[src/rtl/pkg_ram.sv]
// pkg_ram: shared RAM interface types used by dev_ram and its clients.
//   RAM_ADDRW       default RAM address width
//   RAM_LONG_SIZE   default RAM data width in bits
//   ram_op_t        NOP / STORE / FETCH operation code
//   ram_data_type_t access size code: byte, word, long, quad (1, 2, 4, 8 bytes)
package pkg_ram;
   localparam int RAM_ADDRW     = 16;
   localparam int RAM_LONG_SIZE = 64;

   typedef enum logic [1:0] {
      RAM_NOP   = 2'd0,
      RAM_STORE = 2'd1,
      RAM_FETCH = 2'd2
   } ram_op_t;

   typedef enum logic [1:0] {
      RAM_BYTE = 2'd0,
      RAM_WORD = 2'd1,
      RAM_LONG = 2'd2,
      RAM_QUAD = 2'd3
   } ram_data_type_t;
endpackage

[src/rtl/ram_panel_pkg.sv]
// pkg_ram_panel: front-panel FSM states and access-size helpers.
//   panel_state_t  IDLE -> ISSUE -> WAIT -> DONE command sequence
//   LANES          byte lanes of a default-width RAM word
//   clamp_type     size code limited to the largest size that fits the data width
//   type_bytes     byte count of a size code
//   code_bytes     byte count of a raw switch code after clamping
package pkg_ram_panel;
   typedef enum logic [1:0] {
      IDLE  = 2'd0,
      ISSUE = 2'd1,
      WAIT  = 2'd2,
      DONE  = 2'd3
   } panel_state_t;

   localparam int LANES = pkg_ram::RAM_LONG_SIZE / 8;

   // Largest power-of-two size not above the requested code and not wider than the data bus.
   function automatic pkg_ram::ram_data_type_t clamp_type(input logic [1:0] code,
                                                          input int unsigned lanes);
      logic [1:0] best;
      best = 2'd0;
      for (int c = 0; c < 4; c++) begin
         if ((c <= int'(code)) && ((32'd1 << c) <= lanes)) begin
            best = 2'(c);
         end
      end
      return pkg_ram::ram_data_type_t'(best);
   endfunction

   function automatic int unsigned type_bytes(input pkg_ram::ram_data_type_t t);
      return 32'd1 << t;
   endfunction

   function automatic int unsigned code_bytes(input logic [1:0] code, input int unsigned lanes);
      return type_bytes(clamp_type(code, lanes));
   endfunction
endpackage

[src/rtl/ram_panel_debounce.sv]
// btn_debounce: synchroniser plus stability counter for one raw button.
//   clk, rst  system clock, synchronous active-high reset
//   raw       asynchronous button input
//   level     debounced level (0 = released)
//   rise/fall one-cycle pulses when level changes
// A raw edge that stays stable produces its pulse DEBOUNCE_CYCLES+2 cycles later.
module btn_debounce #(
   parameter int DEBOUNCE_CYCLES = 65536
) (
   input  logic clk,
   input  logic rst,
   input  logic raw,
   output logic level,
   output logic rise,
   output logic fall
);
   localparam int CW = $clog2(DEBOUNCE_CYCLES);

   logic          sync1;
   logic          sync2;
   logic [CW-1:0] cnt;

   // Synchronise the raw input and accept a new level after enough equal samples.
   always_ff @(posedge clk) begin
      if (rst) begin
         sync1 <= 1'b0;
         sync2 <= 1'b0;
         cnt   <= '0;
         level <= 1'b0;
         rise  <= 1'b0;
         fall  <= 1'b0;
      end else begin
         sync1 <= raw;
         sync2 <= sync1;
         rise  <= 1'b0;
         fall  <= 1'b0;
         if (sync2 == level) begin
            cnt <= '0;
         end else if (cnt == CW'(DEBOUNCE_CYCLES - 1)) begin
            // This is the DEBOUNCE_CYCLES-th consecutive differing sample.
            cnt   <= '0;
            level <= sync2;
            rise  <= sync2;
            fall  <= ~sync2;
         end else begin
            cnt <= cnt + CW'(1);
         end
      end
   end
endmodule

[src/rtl/ram_panel.sv]
// ram_panel: switch/button front panel driving one dev_ram port.
//   clk, rst        system clock, synchronous active-high reset
//   sw              switch byte (already synchronised)
//   btn             raw buttons; btn[0] shift-in, btn[1] execute, btn[2] modifier
//   ram_op          one-cycle STORE/FETCH pulse, otherwise NOP
//   ram_data_type   clamped access size of the current op
//   ram_addr        address register, auto-increments by the access size
//   ram_data_in     store data register
//   ram_data_out    RAM read data, valid RAM_LAT cycles after the op
//   disp_byte       selected byte lane of the view register
//   disp_fits_byte  view has nothing above its lowest byte
//   busy            command in progress
module ram_panel
   import pkg_ram::*;
   import pkg_ram_panel::*;
#(
   parameter int ADDRW           = pkg_ram::RAM_ADDRW,
   parameter int DATAW           = pkg_ram::RAM_LONG_SIZE,
   parameter int DEBOUNCE_CYCLES = 65536,
   parameter int RAM_LAT         = 1
) (
   input  logic                    clk,
   input  logic                    rst,
   input  logic [7:0]              sw,
   input  logic [2:0]              btn,
   output pkg_ram::ram_op_t        ram_op,
   output pkg_ram::ram_data_type_t ram_data_type,
   output logic [ADDRW-1:0]        ram_addr,
   output logic [DATAW-1:0]        ram_data_in,
   input  logic [DATAW-1:0]        ram_data_out,
   output logic [7:0]              disp_byte,
   output logic                    disp_fits_byte,
   output logic                    busy
);
   localparam int NLANES = DATAW / 8;
   localparam int LW     = (NLANES > 1) ? $clog2(NLANES) : 1;
   localparam int WCW    = (RAM_LAT > 1) ? $clog2(RAM_LAT) : 1;

   logic [2:0]       lvl;
   logic [2:0]       rise;
   logic [2:0]       fall;
   logic             mod;
   logic             unused_levels;

   panel_state_t     state;
   panel_state_t     state_next;
   ram_op_t          cur_op;
   ram_op_t          op_sel;
   logic [WCW-1:0]   wait_cnt;
   logic [DATAW-1:0] view;
   logic [DATAW-1:0] store_view;
   logic [LW-1:0]    lane;
   logic             hold;
   logic             cmd_accept;
   logic [ADDRW-1:0] addr_step;
   int unsigned      nbytes;

   for (genvar g = 0; g < 3; g++) begin : g_btn
      btn_debounce #(.DEBOUNCE_CYCLES(DEBOUNCE_CYCLES)) u_db (
         .clk   (clk),
         .rst   (rst),
         .raw   (btn[g]),
         .level (lvl[g]),
         .rise  (rise[g]),
         .fall  (fall[g])
      );
   end

   assign mod           = lvl[2];
   assign unused_levels = &{1'b0, lvl[1:0], fall[1:0]};

   // FSM state register.
   always_ff @(posedge clk) begin
      if (rst) begin
         state <= IDLE;
      end else begin
         state <= state_next;
      end
   end

   // Next-state decode; btn1 wins over btn0 because only its pulse starts a command.
   always_comb begin
      state_next = state;
      case (state)
         IDLE: begin
            if (rise[1]) state_next = ISSUE;
            else         state_next = IDLE;
         end
         ISSUE: begin
            if (RAM_LAT == 1) state_next = DONE;
            else              state_next = WAIT;
         end
         WAIT: begin
            if (wait_cnt == WCW'(RAM_LAT - 2)) state_next = DONE;
            else                               state_next = WAIT;
         end
         DONE:    state_next = IDLE;
         default: state_next = IDLE;
      endcase
   end

   // Datapath helpers: op selection, store masking, address step and display.
   always_comb begin
      cmd_accept = (state == IDLE) && (rise[0] || rise[1]);
      busy       = (state != IDLE);
      if (mod) op_sel = RAM_FETCH;
      else     op_sel = RAM_STORE;
      nbytes     = type_bytes(ram_data_type);
      addr_step  = ADDRW'(nbytes);
      store_view = '0;
      for (int i = 0; i < NLANES; i++) begin
         if (i < int'(nbytes)) store_view[8*i +: 8] = ram_data_in[8*i +: 8];
         else                  store_view[8*i +: 8] = 8'h00;
      end
      disp_byte      = view[{lane, 3'b000} +: 8];
      disp_fits_byte = ~|view[DATAW-1:8];
   end

   // Command registers, RAM op pulse, view capture and lane stepping.
   always_ff @(posedge clk) begin
      if (rst) begin
         ram_op        <= RAM_NOP;
         ram_data_type <= RAM_BYTE;
         ram_addr      <= '0;
         ram_data_in   <= '0;
         view          <= '0;
         lane          <= '0;
         hold          <= 1'b0;
         cur_op        <= RAM_NOP;
         wait_cnt      <= '0;
      end else begin
         ram_op <= RAM_NOP;
         case (state)
            IDLE: begin
               if (rise[1]) begin
                  cur_op        <= op_sel;
                  ram_op        <= op_sel;
                  ram_data_type <= clamp_type(sw[1:0], NLANES);
               end else if (rise[0] && mod) begin
                  ram_data_in <= DATAW'({ram_data_in, sw});
               end else if (rise[0]) begin
                  ram_addr <= ADDRW'({ram_addr, sw});
               end
            end
            ISSUE: wait_cnt <= '0;
            WAIT:  wait_cnt <= wait_cnt + WCW'(1);
            DONE: begin
               if (cur_op == RAM_FETCH) view <= ram_data_out;
               else                     view <= store_view;
               ram_addr <= ram_addr + addr_step;
            end
            default: wait_cnt <= '0;
         endcase

         // A press of the modifier that carried a command does not step the lane.
         if (cmd_accept && mod) hold <= 1'b1;
         else if (rise[2])      hold <= 1'b0;

         if (fall[2] && !hold) begin
            if (lane == LW'(NLANES - 1)) lane <= '0;
            else                         lane <= lane + LW'(1);
         end
      end
   end
endmodule
[config.mk]
export PLATFORM = sky130hd
export DESIGN_NAME = ram_panel
export DESIGN_NICKNAME = d
export VERILOG_FILES = /design/src/rtl/pkg_ram.sv /design/src/rtl/ram_panel_pkg.sv /design/src/rtl/ram_panel_debounce.sv /design/src/rtl/ram_panel.sv
export SDC_FILE = /design/constraint.sdc
export NUM_CORES = 1
export LEC_CHECK = 0
export CAP_MARGIN = 20
export CORE_ASPECT_RATIO = 0.6
export CORE_UTILIZATION = 40
export CTS_CLUSTER_DIAMETER = 200
export DETAILED_ROUTE_END_ITERATION = 7
export PLACE_DENSITY = 0.65
export SETUP_SLACK_MARGIN = 0.02
export SLEW_MARGIN = 20
export SYNTH_ARGS = -nofsm -noshare
export SYNTH_HDL_FRONTEND = slang
export SYNTH_SLANG_ARGS = --single-unit
[constraint.sdc]
create_clock -name clk -period 5.6 [get_ports clk]
set_input_delay 1.12 -clock clk [delete_from_list [all_inputs] [get_ports clk]]
set_output_delay 1.12 -clock clk [all_outputs]
set_load 0.02 [all_outputs]
==> Implementation_results.wiki <==
{| class="wikitable"
! Metric !! Value
|-
| CTS resizes || 0
|-
| Total Routed Length || 30190 um
|-
| Number of endpoints failing setup at the final stage || 0
|-
| Share of synthesized area occupied by flip-flops and latches || 0.4474
|-
| Unrepaired setup endpoints after global routing || no
|-
| Placement Rows || between 40 and 50
|-
| Overall Power || between 3 and 4 mW
|-
| Finished Core Util || 0.5250
|-
| Final cycle utilization of the critical path || 0.6666
|-
| Area of the core region || roughly 24000 sq um
|-
| Global Route met1 Usage || 0.3991
|-
| Yosys reg bits || 218
|-
| Wire length of the first global-routing pass || 46580 um
|-
| First-pass iteration count of the detailed router || 7
|-
| Synth cell types || 64
|-
| Starting density of the core || 0.4149
|-
| H-Tree Level Count || 1
|-
| Rel. slew slack || 0.2780
|-
| Weighted congestion reported at the end of routability-driven placement || 0.8981
|-
| Setup bufs post-CTS || 0
|-
| Worst-case clock buffer depth || 3
|-
| Buffer cell driving the clock tree root || sky130_fd_sc_hd__clkbuf_16
|-
| Fill count || 2188
|-
| Layer with the highest usage || met1
|-
| Routed via count divided by cell count || 5.682
|-
| Required time at the worst-slack endpoint || approximately 4.5 ns
|-
| Number of instances in the synthesized netlist || 1141
|-
| Total number of yosys warnings || 0
|-
| CTS clock-pin slew for the worst setup and hold paths || 0.06 ns
|-
| Number of port buffers || 170
|-
| Hold Violations, Final || 0
|-
| Fin. max-slew vios || 0
|-
| Result of the run || completed
|-
| Layout cells sized above 1 || 0.07620
|-
| Async S/R FF share, synth || 0
|-
| Number of hold buffers added after CTS || 0
|-
| Wirelength per Cell || 19.01 um
|-
| Cell type of the slowest stage on the worst timing path || sky130_fd_sc_hd__dfxtp_2
|-
| Remaining antenna violation count after routing || 0
|-
| Sum of negative setup slack || 0 ns
|-
| Number of antenna violations at the first check in global routing || 0
|-
| Area enclosed by the die boundary || 25030 sq um
|-
| Violation count after the first detailed-route iteration || around 700
|-
| Mapped cell area || between 9000 and 10000 sq um
|-
| Diodes inserted || 0
|-
| Achievable clock frequency || 0.2679 GHz
|-
| Clock latency of the later-clocked register in the worst-skew pair || 0.50 ns
|-
| Ports placed on the boundary || between 150 and 200
|-
| Signal arrival time at the worst endpoint || 2.61 ns
|-
| GRT met2 Usage || 0.2971
|-
| Post-layout minimum cycle time || 3.733 ns
|-
| Total global-route track usage || 0.2368
|-
| Area of placed instances || 11570 sq um
|-
| Worst-case clock skew || 0.01120 ns
|-
| Maximum number of pins on one net before global-route repair || slightly above 90
|-
| Die Width || around 200 um
|-
| Post-Syn Nets || 1233
|-
| Vias in the first global route || 7994
|-
| Area share of the largest cell type after synthesis || 0.4474
|-
| Vert. Die Dim || 123.0 um
|-
| Largest fanout on the critical path || 19
|-
| Met3 demand-to-capacity share in global routing || 0.04639
|-
| Power per standard cell area || about 260 nW/um^2
|-
| Critical path type || reg2out
|-
| Hold Slack || 0.4459 ns
|-
| Cts bufs inserted || 22
|-
| Tightest Hold Check Type || reg2reg
|-
| Total non-filler cell area in the finished layout || 12340 sq um
|-
| Clock tree from TritonCTS || yes
|-
| Count of flip-flops with a built-in enable after synthesis || 0
|-
| Most used flip-flop cell after synthesis || sky130_fd_sc_hd__dfxtp_1
|-
| Family of cells with the greatest summed delay on the critical path || multiplexers
|-
| Number of buffers and inverters on the critical path || 1
|-
| Cell type with the largest total area after synthesis || sky130_fd_sc_hd__dfxtp_1
|-
| Grt ovf || 0
|-
| Clock sinks || approximately 220
|-
| DRC violation count after routing || 0
|-
| CP peak stage delay || a little under 0.7 ns
|-
| Top post-synthesis cells by area || sky130_fd_sc_hd__dfxtp_1, sky130_fd_sc_hd__nand2_1, sky130_fd_sc_hd__nor2_1, sky130_fd_sc_hd__a21oi_1, sky130_fd_sc_hd__mux4_2
|-
| HPWL Detailed || 20790 um
|-
| # Max-Cap Violations || 0
|-
| P&R area growth vs syn || 26.54%
|-
| Via count || 9023
|-
| Kind of end point of the critical path || output port
|-
| Mean post-synth cell area || 8.549 sq um
|-
| Final #Nets || 1350
|-
| Transition time at the pin with the least slew margin || 1.083 ns
|-
| Critical Path Start Type || register
|-
| Peak supply drop || 0.1987 mV
|-
| Critical path, cell by cell || mux4_2 > mux2_2 > clkdlybuf4s50_1
|-
| Static power due to leakage || 3.894 nW
|}
final timing paths:
check	startpoint	endpoint	depth (start not counted)	slack, ns
max	lane[0]	disp_byte[0]	3	1.87
min	g_btn[1].u_db.sync1	g_btn[1].u_db.sync2	1	0.45
max reg2reg	ram_data_type[1]	ram_addr[10]	7	2.56
min reg2reg	g_btn[1].u_db.sync1	g_btn[1].u_db.sync2	1	0.45
worst reg2reg max path: stages, from the launching register on:
cell                       delay (ns)
sky130_fd_sc_hd__dfxtp_1         0.94
sky130_fd_sc_hd__nor2_1          0.14
sky130_fd_sc_hd__ha_1            0.27
sky130_fd_sc_hd__fa_1            0.44
sky130_fd_sc_hd__a211oi_2        0.40
sky130_fd_sc_hd__nor2_1          0.23
sky130_fd_sc_hd__a31o_2          0.30
sky130_fd_sc_hd__a211oi_1        0.23
cells by family after synthesis:
| group | count (synthesis) | synth area share |
|---|---|---|
| buffers and inverters | 101 | 0.04348 |
| AOI/OAI and AO/OA | 212 | 0.1499 |
| adders and majority gates | 15 | 0.02001 |
| and+or+nand+nor | 525 | 0.2505 |
| muxes | 31 | 0.05362 |
| DFF | 218 | 0.4474 |
| xor gates and xnor gates | 39 | 0.03502 |
power by group:
part           switching [mW]  total (mW)  internal (mW)  leakage, nW
Sequential            0.00151        1.55           1.55         1.76
Clock                   0.634        1.56          0.923        0.376
Combinational          0.0397      0.0919         0.0521         1.76
sequential cells by signal, indices dropped and copies added, names as in the netlist:
signal / count
g_btn.u_db.fall: 1
cur_op: 2
g_btn.u_db.sync2: 3
g_btn.u_db.cnt: 48
wait_cnt: 1
g_btn.u_db.rise: 3
view: 64
g_btn.u_db.level: 3
ram_addr: 16
lane: 3
ram_data_in: 64
state: 2
hold: 1
ram_op: 2
g_btn.u_db.sync1: 3
ram_data_type: 2
Yosys cell counts, types with 3 or more instances:
| cell type | number |
|---|---|
| sky130_fd_sc_hd__mux4_2 | 16 |
| sky130_fd_sc_hd__and2_1 | 4 |
| sky130_fd_sc_hd__nand4_1 | 23 |
| sky130_fd_sc_hd__and3_1 | 4 |
| sky130_fd_sc_hd__a31o_2 | 5 |
| sky130_fd_sc_hd__buf_1 | 12 |
| sky130_fd_sc_hd__or3_1 | 5 |
| sky130_fd_sc_hd__and4_1 | 7 |
| sky130_fd_sc_hd__a21oi_1 | 92 |
| sky130_fd_sc_hd__nand3_1 | 43 |
| sky130_fd_sc_hd__xnor2_1 | 15 |
| sky130_fd_sc_hd__inv_1 | 15 |
| sky130_fd_sc_hd__o21ai_0 | 7 |
| sky130_fd_sc_hd__o211ai_1 | 4 |
| sky130_fd_sc_hd__nor3_1 | 49 |
| sky130_fd_sc_hd__nor3b_1 | 5 |
| sky130_fd_sc_hd__nor2b_1 | 14 |
| sky130_fd_sc_hd__nand2b_1 | 6 |
| sky130_fd_sc_hd__or4_1 | 3 |
| sky130_fd_sc_hd__mux2i_1 | 5 |
| sky130_fd_sc_hd__a311oi_1 | 24 |
| sky130_fd_sc_hd__dfxtp_1 | 218 |
| sky130_fd_sc_hd__xor2_1 | 24 |
| sky130_fd_sc_hd__o31ai_1 | 5 |
| sky130_fd_sc_hd__a31oi_1 | 4 |
| sky130_fd_sc_hd__nor2_1 | 131 |
| sky130_fd_sc_hd__buf_2 | 32 |
| sky130_fd_sc_hd__mux2_2 | 10 |
| sky130_fd_sc_hd__a311o_1 | 3 |
| sky130_fd_sc_hd__nand2_1 | 196 |
| sky130_fd_sc_hd__nor4_1 | 19 |
| sky130_fd_sc_hd__o32ai_1 | 3 |
| sky130_fd_sc_hd__a221oi_1 | 40 |
| sky130_fd_sc_hd__ha_1 | 14 |
| sky130_fd_sc_hd__a211oi_1 | 7 |
| sky130_fd_sc_hd__clkbuf_1 | 39 |
| sky130_fd_sc_hd__nor4b_1 | 4 |
per-layer routing:
layer | vias to the layer above | part of all wire
li1 | 4316 | -
met1 | 4284 | 0.52
met2 | 395 | 0.38
met3 | 28 | 0.089
met4 | 0 | 0.013
met5 | - | 0
metrics by stage:
stage,setup WS [ns],std cells
2_1_floorplan,2.851,1141
3_3_place_gp,2.016,1549
3_5_place_dp,1.989,1549
4_1_cts,1.448,1588
5_1_grt,1.735,1588
6_report,1.867,1588
placed cells by master, fill, tap and decap left out, types with 4 or more instances in the layout:
master	n
sky130_fd_sc_hd__mux2_2	10
sky130_fd_sc_hd__and2_1	4
sky130_fd_sc_hd__a211oi_1	7
sky130_fd_sc_hd__a31oi_1	4
sky130_fd_sc_hd__inv_1	15
sky130_fd_sc_hd__nand2_1	196
sky130_fd_sc_hd__or3_1	5
sky130_fd_sc_hd__nor4_1	19
sky130_fd_sc_hd__xnor2_1	15
sky130_fd_sc_hd__nor3b_1	4
sky130_fd_sc_hd__nor2_1	131
sky130_fd_sc_hd__nand2b_1	6
sky130_fd_sc_hd__o211ai_1	4
sky130_fd_sc_hd__nand4_1	23
sky130_fd_sc_hd__mux2i_1	5
sky130_fd_sc_hd__a221oi_1	40
sky130_fd_sc_hd__and4_1	7
sky130_fd_sc_hd__mux4_2	16
sky130_fd_sc_hd__clkbuf_8	6
sky130_fd_sc_hd__dfxtp_1	217
sky130_fd_sc_hd__nor3_1	49
sky130_fd_sc_hd__buf_4	9
sky130_fd_sc_hd__a311oi_1	24
sky130_fd_sc_hd__o21ai_0	7
sky130_fd_sc_hd__xor2_1	24
sky130_fd_sc_hd__nand3_1	43
sky130_fd_sc_hd__o31ai_1	5
sky130_fd_sc_hd__clkdlybuf4s50_1	169
sky130_fd_sc_hd__ha_1	13
sky130_fd_sc_hd__nor2b_1	13
sky130_fd_sc_hd__a31o_2	5
sky130_fd_sc_hd__clkbuf_16	23
sky130_fd_sc_hd__nor4b_1	4
sky130_fd_sc_hd__and3_1	4
sky130_fd_sc_hd__a21oi_1	92
layout make-up:
class	instances	area [sq um]	area share
clock inverters	10	115.1	0.009326
repair buffers	178	1759	0.1425
multi-input cells	822	4991	0.4044
inverters	16	60.06	0.004866
clock buffers	29	658.1	0.05332
flip-flops and latches	218	4365	0.3537
well taps	315	394.1	0.03193
Note: power is estimated with default switching activity, not from simulation.
